--- src/rtl/rf_write_arbiter_pkg.sv ---
// Shared constants and holding-entry record for the register-file write arbiter.
package rf_write_arbiter_pkg;

    localparam int unsigned N_DEF            = 32;
    localparam int unsigned ADDRESS_SIZE_DEF = 6;

    localparam logic CH_A = 1'b0;
    localparam logic CH_B = 1'b1;

    typedef struct packed {
        logic                        valid;
        logic [ADDRESS_SIZE_DEF-1:0] address;
        logic [N_DEF-1:0]            data;
    } hold_entry_t;

endpackage

--- src/rtl/rf_write_arbiter_if.sv ---
// Writeback request channels, register-file write port and hazard query bundle.
interface rf_write_arbiter_if
    import rf_write_arbiter_pkg::*;
#(
    parameter int unsigned N            = N_DEF,
    parameter int unsigned ADDRESS_SIZE = ADDRESS_SIZE_DEF
) ();

    logic                    a_valid;
    logic                    a_ready;
    logic [ADDRESS_SIZE-1:0] a_address;
    logic [N-1:0]            a_data;

    logic                    b_valid;
    logic                    b_ready;
    logic [ADDRESS_SIZE-1:0] b_address;
    logic [N-1:0]            b_data;

    logic                    rf_write;
    logic [ADDRESS_SIZE-1:0] rf_rd_address;
    logic [N-1:0]            rf_write_data;

    logic [ADDRESS_SIZE-1:0] rs_address;
    logic [ADDRESS_SIZE-1:0] rt_address;
    logic                    rs_pending;
    logic                    rt_pending;

    modport master (
        output a_valid, a_address, a_data,
        output b_valid, b_address, b_data,
        output rs_address, rt_address,
        input  a_ready, b_ready,
        input  rf_write, rf_rd_address, rf_write_data,
        input  rs_pending, rt_pending
    );

    modport slave (
        input  a_valid, a_address, a_data,
        input  b_valid, b_address, b_data,
        input  rs_address, rt_address,
        output a_ready, b_ready,
        output rf_write, rf_rd_address, rf_write_data,
        output rs_pending, rt_pending
    );

endinterface

--- src/rtl/rf_write_arbiter_rr_arbiter2.sv ---
// Two-input round-robin arbiter: combinational grant, pointer holds the last granted channel.
module rr_arbiter2
    import rf_write_arbiter_pkg::*;
(
    input  logic       clk,
    input  logic       reset,
    input  logic [1:0] req,
    output logic [1:0] grant_c
);

    logic last_q;

    // Contention goes to the channel not granted most recently.
    always_comb begin
        grant_c = req;
        if (req[CH_A] && req[CH_B]) begin
            grant_c = '0;
            if (last_q == CH_B) grant_c[CH_A] = 1'b1;
            else                grant_c[CH_B] = 1'b1;
        end
    end

    always_ff @(posedge clk or negedge reset) begin
        if (!reset) begin
            last_q <= CH_B;
        end else if (grant_c[CH_A]) begin
            last_q <= CH_A;
        end else if (grant_c[CH_B]) begin
            last_q <= CH_B;
        end
    end

endmodule

--- src/rtl/rf_write_arbiter.sv ---
// Merges integer and FPU writebacks onto one register-file write port.
// Optional per-address pending scoreboard: define RF_WR_ARB_SCOREBOARD_EN.
module rf_write_arbiter
    import rf_write_arbiter_pkg::*;
#(
    parameter int unsigned N            = N_DEF,
    parameter int unsigned ADDRESS_SIZE = ADDRESS_SIZE_DEF
) (
    input logic              clk,
    input logic              reset,
    rf_write_arbiter_if.slave bus
);

    typedef struct packed {
        logic                    valid;
        logic [ADDRESS_SIZE-1:0] address;
        logic [N-1:0]            data;
    } entry_t;

    entry_t                  hold_a_q;
    entry_t                  hold_b_q;
    logic [1:0]              grant_c;
    logic                    acc_a;
    logic                    acc_b;
    logic                    rf_write_q;
    logic [ADDRESS_SIZE-1:0] rf_rd_address_q;
    logic [N-1:0]            rf_write_data_q;

    rr_arbiter2 u_arb (
        .clk     (clk),
        .reset   (reset),
        .req     ({hold_b_q.valid, hold_a_q.valid}),
        .grant_c (grant_c)
    );

    // A holding register can refill on the same edge it drains.
    assign bus.a_ready = !hold_a_q.valid || grant_c[CH_A];
    assign bus.b_ready = !hold_b_q.valid || grant_c[CH_B];
    assign acc_a       = bus.a_valid && bus.a_ready;
    assign acc_b       = bus.b_valid && bus.b_ready;

    always_ff @(posedge clk or negedge reset) begin
        if (!reset) begin
            hold_a_q <= '0;
        end else if (acc_a) begin
            hold_a_q <= '{valid: 1'b1, address: bus.a_address, data: bus.a_data};
        end else if (grant_c[CH_A]) begin
            hold_a_q.valid <= 1'b0;
        end
    end

    always_ff @(posedge clk or negedge reset) begin
        if (!reset) begin
            hold_b_q <= '0;
        end else if (acc_b) begin
            hold_b_q <= '{valid: 1'b1, address: bus.b_address, data: bus.b_data};
        end else if (grant_c[CH_B]) begin
            hold_b_q.valid <= 1'b0;
        end
    end

    // Write port: address/data hold their last value on idle cycles.
    always_ff @(posedge clk or negedge reset) begin
        if (!reset) begin
            rf_write_q      <= 1'b0;
            rf_rd_address_q <= '0;
            rf_write_data_q <= '0;
        end else begin
            rf_write_q <= |grant_c;
            if (grant_c[CH_A]) begin
                rf_rd_address_q <= hold_a_q.address;
                rf_write_data_q <= hold_a_q.data;
            end else if (grant_c[CH_B]) begin
                rf_rd_address_q <= hold_b_q.address;
                rf_write_data_q <= hold_b_q.data;
            end
        end
    end

    assign bus.rf_write      = rf_write_q;
    assign bus.rf_rd_address = rf_rd_address_q;
    assign bus.rf_write_data = rf_write_data_q;

`ifdef RF_WR_ARB_SCOREBOARD_EN
    localparam int unsigned DEPTH = 2 ** ADDRESS_SIZE;

    logic [1:0] pend_q [DEPTH];
    logic [1:0] pend_d [DEPTH];

    // Up to three outstanding writes per address: two holdings plus the write port.
    always_comb begin
        for (int i = 0; i < DEPTH; i++) begin
            pend_d[i] = pend_q[i]
                      + 2'(acc_a && (bus.a_address == ADDRESS_SIZE'(i)))
                      + 2'(acc_b && (bus.b_address == ADDRESS_SIZE'(i)))
                      - 2'(rf_write_q && (rf_rd_address_q == ADDRESS_SIZE'(i)));
        end
    end

    always_ff @(posedge clk or negedge reset) begin
        if (!reset) begin
            for (int i = 0; i < DEPTH; i++) pend_q[i] <= '0;
        end else begin
            pend_q <= pend_d;
        end
    end

    assign bus.rs_pending = (pend_q[bus.rs_address] != 2'd0);
    assign bus.rt_pending = (pend_q[bus.rt_address] != 2'd0);
`else
    logic unused_query;
    assign unused_query   = ^{bus.rs_address, bus.rt_address};
    assign bus.rs_pending = 1'b0;
    assign bus.rt_pending = 1'b0;
`endif

endmodule

--- src/flat_wrapper.sv ---
// flat-port wrapper written by rule: the top's interface ports become plain ports
module rf_write_arbiter_flat import rf_write_arbiter_pkg::*;
#(
    parameter int unsigned N            = N_DEF,
    parameter int unsigned ADDRESS_SIZE = ADDRESS_SIZE_DEF
)
  (clk, reset, bus_a_valid, bus_a_address, bus_a_data, bus_b_valid, bus_b_address, bus_b_data, bus_rs_address, bus_rt_address, bus_a_ready, bus_b_ready, bus_rf_write, bus_rf_rd_address, bus_rf_write_data, bus_rs_pending, bus_rt_pending);
  rf_write_arbiter_if #(.N(N), .ADDRESS_SIZE(ADDRESS_SIZE)) bus_i ();
  input logic clk;
  input logic reset;
  input wire logic [$bits(bus_i.a_valid)-1:0] bus_a_valid;
  input wire logic [$bits(bus_i.a_address)-1:0] bus_a_address;
  input wire logic [$bits(bus_i.a_data)-1:0] bus_a_data;
  input wire logic [$bits(bus_i.b_valid)-1:0] bus_b_valid;
  input wire logic [$bits(bus_i.b_address)-1:0] bus_b_address;
  input wire logic [$bits(bus_i.b_data)-1:0] bus_b_data;
  input wire logic [$bits(bus_i.rs_address)-1:0] bus_rs_address;
  input wire logic [$bits(bus_i.rt_address)-1:0] bus_rt_address;
  output wire logic [$bits(bus_i.a_ready)-1:0] bus_a_ready;
  output wire logic [$bits(bus_i.b_ready)-1:0] bus_b_ready;
  output wire logic [$bits(bus_i.rf_write)-1:0] bus_rf_write;
  output wire logic [$bits(bus_i.rf_rd_address)-1:0] bus_rf_rd_address;
  output wire logic [$bits(bus_i.rf_write_data)-1:0] bus_rf_write_data;
  output wire logic [$bits(bus_i.rs_pending)-1:0] bus_rs_pending;
  output wire logic [$bits(bus_i.rt_pending)-1:0] bus_rt_pending;
  assign bus_i.a_valid = bus_a_valid;
  assign bus_i.a_address = bus_a_address;
  assign bus_i.a_data = bus_a_data;
  assign bus_i.b_valid = bus_b_valid;
  assign bus_i.b_address = bus_b_address;
  assign bus_i.b_data = bus_b_data;
  assign bus_i.rs_address = bus_rs_address;
  assign bus_i.rt_address = bus_rt_address;
  assign bus_a_ready = bus_i.a_ready;
  assign bus_b_ready = bus_i.b_ready;
  assign bus_rf_write = bus_i.rf_write;
  assign bus_rf_rd_address = bus_i.rf_rd_address;
  assign bus_rf_write_data = bus_i.rf_write_data;
  assign bus_rs_pending = bus_i.rs_pending;
  assign bus_rt_pending = bus_i.rt_pending;
  rf_write_arbiter #(.N(N), .ADDRESS_SIZE(ADDRESS_SIZE)) u_core (.clk(clk), .reset(reset), .bus(bus_i));
endmodule
--- config.mk ---
export PLATFORM = sky130hd
export DESIGN_NAME = rf_write_arbiter_flat
export DESIGN_NICKNAME = d
export VERILOG_FILES = /design/src/rtl/rf_write_arbiter_pkg.sv /design/src/rtl/rf_write_arbiter_if.sv /design/src/rtl/rf_write_arbiter_rr_arbiter2.sv /design/src/rtl/rf_write_arbiter.sv /design/src/flat_wrapper.sv
export SDC_FILE = /design/constraint.sdc
export NUM_CORES = 1
export LEC_CHECK = 0
export CORE_MARGIN = 2
export CORE_UTILIZATION = 38
export DETAILED_ROUTE_END_ITERATION = 12
export GPL_TIMING_DRIVEN = 0
export HOLD_SLACK_MARGIN = 0.12
export PLACE_DENSITY = 0.68
export SYNTH_ARGS = -nofsm -noshare
export SYNTH_HDL_FRONTEND = slang
export SYNTH_SLANG_ARGS = --single-unit
--- constraint.sdc ---
create_clock -name clk -period 1.5 [get_ports clk]
set_input_delay 0.225 -clock clk [delete_from_list [all_inputs] [get_ports clk]]
set_output_delay 0.225 -clock clk [all_outputs]
set_load 0.02 [all_outputs]
==> flow_summary.json <==
{
  "status": "finished with violations",
  "violations": "negative setup slack",
  "slew_headroom": 0.625,
  "ir_drop_mv": 1.01,
  "tritoncts": "done",
  "power_density_nw_per_um2": 1890,
  "p_sw_frac": 0.297,
  "rows": 41,
  "drv_cap": 0,
  "ios": 135,
  "layout.nets": 565,
  "clkTransAtPathRegs_ns": 0.05,
  "die_width_um": 117,
  "antenna_found_initial": 0,
  "p_switching_uw": 4140,
  "area_delta_synth_final_pct": 51.5,
  "numClockSinks": 118,
  "wl_per_cell_um": 17.8,
  "port_buffers": 120,
  "crit_type": "register to register",
  "fin_crit_sh": 1.04,
  "grt_pass1_vias": 3426,
  "place.gp.congestion": 0.731,
  "synth_area_per_cell_um2": 15.5,
  "worstPathMaxFanout": 7,
  "ys_ff_latch": 118,
  "start_kind": "register",
  "max_stage_delay_ns": 0.55,
  "track_usage": 0.179,
  "crit_required_ns": 1.79,
  "overflow": 0,
  "fin_tns_setup_ns": -0.992,
  "drive_gt1_frac": 0.436,
  "holdWs_ns": 0.344,
  "die_area_um2": 13700,
  "final_util": 0.586,
  "coreArea_um2": 12600,
  "ys.flop_type": "dfrtp_1",
  "cts_root_buf": "clkbuf_16",
  "netlist_area_um2": 4860,
  "clk_latency_ns": 0.41,
  "clock_path_buffers": 2,
  "cp_num_buf_inv": 3,
  "hold_path_class": "input port to async pin",
  "cp-startpoint": "u_core.u_arb.last_q$_DFFE_PN1P_",
  "diodes": 0,
  "ys_top_cells_by_count": "dfrtp_1, mux2_2, o221a_2",
  "synth-async-reset-ratio": 1.00,
  "p_int_uw": 9780,
  "hold_viol_final": 0,
  "die_h_um": 117,
  "worst_pin_slew_ns": 0.562,
  "wl_um": 11700,
  "synth.yosys.seq_area_share": 0.607,
  "drcViolationCount": 0,
  "htreeDepth": 4,
  "synth_cells": 314,
  "path_cells": "buf_6 > nand3_4 > nand2_4 > buf_12 > clkbuf_16 > mux2_4",
  "synthTopCellsByArea": "dfrtp_1, mux2_2, o221a_2",
  "skew_ns": 0.00728,
  "cts_made_buffers": 17,
  "worstReg2RegStart": "u_core.u_arb.last_q$_DFFE_PN1P_",
  "grt_start_max_net_pins": 61,
  "synth.distinct_cells": 26,
  "period_needed_ns": 1.56,
  "end_kind": "register",
  "seqPwrFrac": 0.350,
  "setup_ws_ns": -0.0564,
  "p_clk_frac": 0.300,
  "finalMaxSlewViolations": 0,
  "synth_most_common_cell": "dfrtp_1",
  "first_pass_iters": 4,
  "fin_cells": 658,
  "drt_iter0_drc": 180,
  "yosys_warnings": 0,
  "p_leak_uw": 0.00323,
  "yosys.area.top_type_share": 0.602,
  "crit_arrival_ns": 1.85,
  "yosysTopAreaCell": "dfrtp_1",
  "worst_path_max_delay_cell": "dfstp_2",
  "initial_core_util": 0.387,
  "avgViaCountPerCell": 4.82,
  "setup_viol": 35,
  "postRouteAntennaNets": 0,
  "grt_first_pass_wirelength_um": 18000,
  "vias": 3169,
  "rsz0062_at_grt": "yes",
  "place_inst": 608,
  "p_total_uw": 13900,
  "synth_edf_count": 0,
  "fmax_mhz": 642,
  "path_delay_family": "flip-flops",
  "power_frac_comb": 0.350,
  "hpwl_um": 7410
}
[cells in the final DEF, fill, tap and decap left out, types with 2 or more instances in the layout]
cell type and instances:
mux2_2 37, clkbuf_16 22, clkinv_2 3, buf_8 5
or2_0 14, buf_4 13, mux2_4 43, clkinvlp_4 2
nand2b_1 2, clkbuf_1 3, or2_2 18, dlygate4sd2_1 39
buf_6 10, o221a_2 34, clkbuf_8 4, o22ai_1 4
buf_12 8, dfrtp_1 117, nand2_4 2, conb_1 2
bufinv_16 3, clkdlybuf4s50_1 78, or2_1 3, nor2_1 8
[per-stage QoR]
step / area [um2] / setup WS (ns)
2_1_floorplan: 4920 / -0.0235
3_3_place_gp: 6340 / -4.27
3_5_place_dp: 6370 / -0.137
4_1_cts: 7100 / -0.0686
5_1_grt: 7370 / -0.113
6_report: 7370 / -0.0564
[worst paths after layout]
| check | to | slack (ns) | depth (start not counted) |
|---|---|---|---|
| hold reg to reg | u_core.hold_b_q[33]$_DFFE_PN0P_ | 0.50 | 1 |
| setup / recovery | u_core.hold_b_q[17]$_DFFE_PN0P_ | -0.06 | 6 |
| hold / removal | u_core.hold_b_q[33]$_DFFE_PN0P_ | 0.34 | 2 |
| max in group asynchronous | u_core.hold_b_q[17]$_DFFE_PN0P_ | 0.47 | 3 |
| setup reg to reg | u_core.hold_b_q[17]$_DFFE_PN0P_ | -0.06 | 6 |
| min in group clk | u_core.hold_a_q[5]$_DFFE_PN0P_ | 0.42 | 2 |
[final cells by class]
class / instances / area (um2)
plain buffers: 23 / 297
flip-flops and latches: 118 / 2950
fillers: 1019 / 5200
inverters: 1 / 3.75
clock buffers: 24 / 492
multi-input cells: 173 / 1840
clock inverters: 8 / 120
well taps: 172 / 215
repair buffers: 139 / 1450
[timing repair]
| action | in CTS | in global routing |
|---|---|---|
| endpoints found under the hold margin | 57 | 0 |
| endpoints found under the setup margin | 121 | 77 |
| cloned | 1 | 5 |
| hold buffers | 1 | 0 |
| buffers inserted | 6 | 5 |
| gates resized for setup | 78 | 28 |
| pin swaps | 0 | 3 |
[power by group through the flow]
stage | clock network, uW | registers (uW) | logic (uW)
finish | 4170 | 4880 | 4870
global route | 4420 | 5020 | 5210
CTS | 4260 | 4870 | 4540
detailed placement | 0 | 4930 | 4600
global placement | 0 | 4900 | 4500
floorplan | 0 | 5450 | 2120
[cell families (layout without fill, tap and decap cells)]
family                 after synthesis  count (layout)  share of synthesized area
buffers and inverters               24             195                     0.0394
multiplexers                        80              80                      0.201
AO/OA/AOI/OAI                       41              41                     0.0892
other                                1               2                   0.000771
flip-flops                         118             118                      0.607
AND/OR/NAND/NOR                     50              50                     0.0628
[sequential cells by signal, indices dropped and copies added, names as in the netlist]
name and cells:
u_core.u_arb.last_q 1, u_core.bus.rf_rd_address 6, u_core.bus.rf_write_data 32, u_core.hold_a_q 39, u_core.hold_b_q 39, u_core.bus.rf_write 1
[metal layers]
| layer | track usage | wire length (um) | up-vias |
|---|---|---|---|
| met1 | 0.220 | 5020 | 1607 |
| met5 | 0 | 0 | - |
| met3 | 0.0561 | 718 | 15 |
| met2 | 0.290 | 5830 | 94 |
| li1 | - | - | 1453 |
| met4 | 0.0816 | 172 | 0 |
Power figures use the tool's default switching activity.
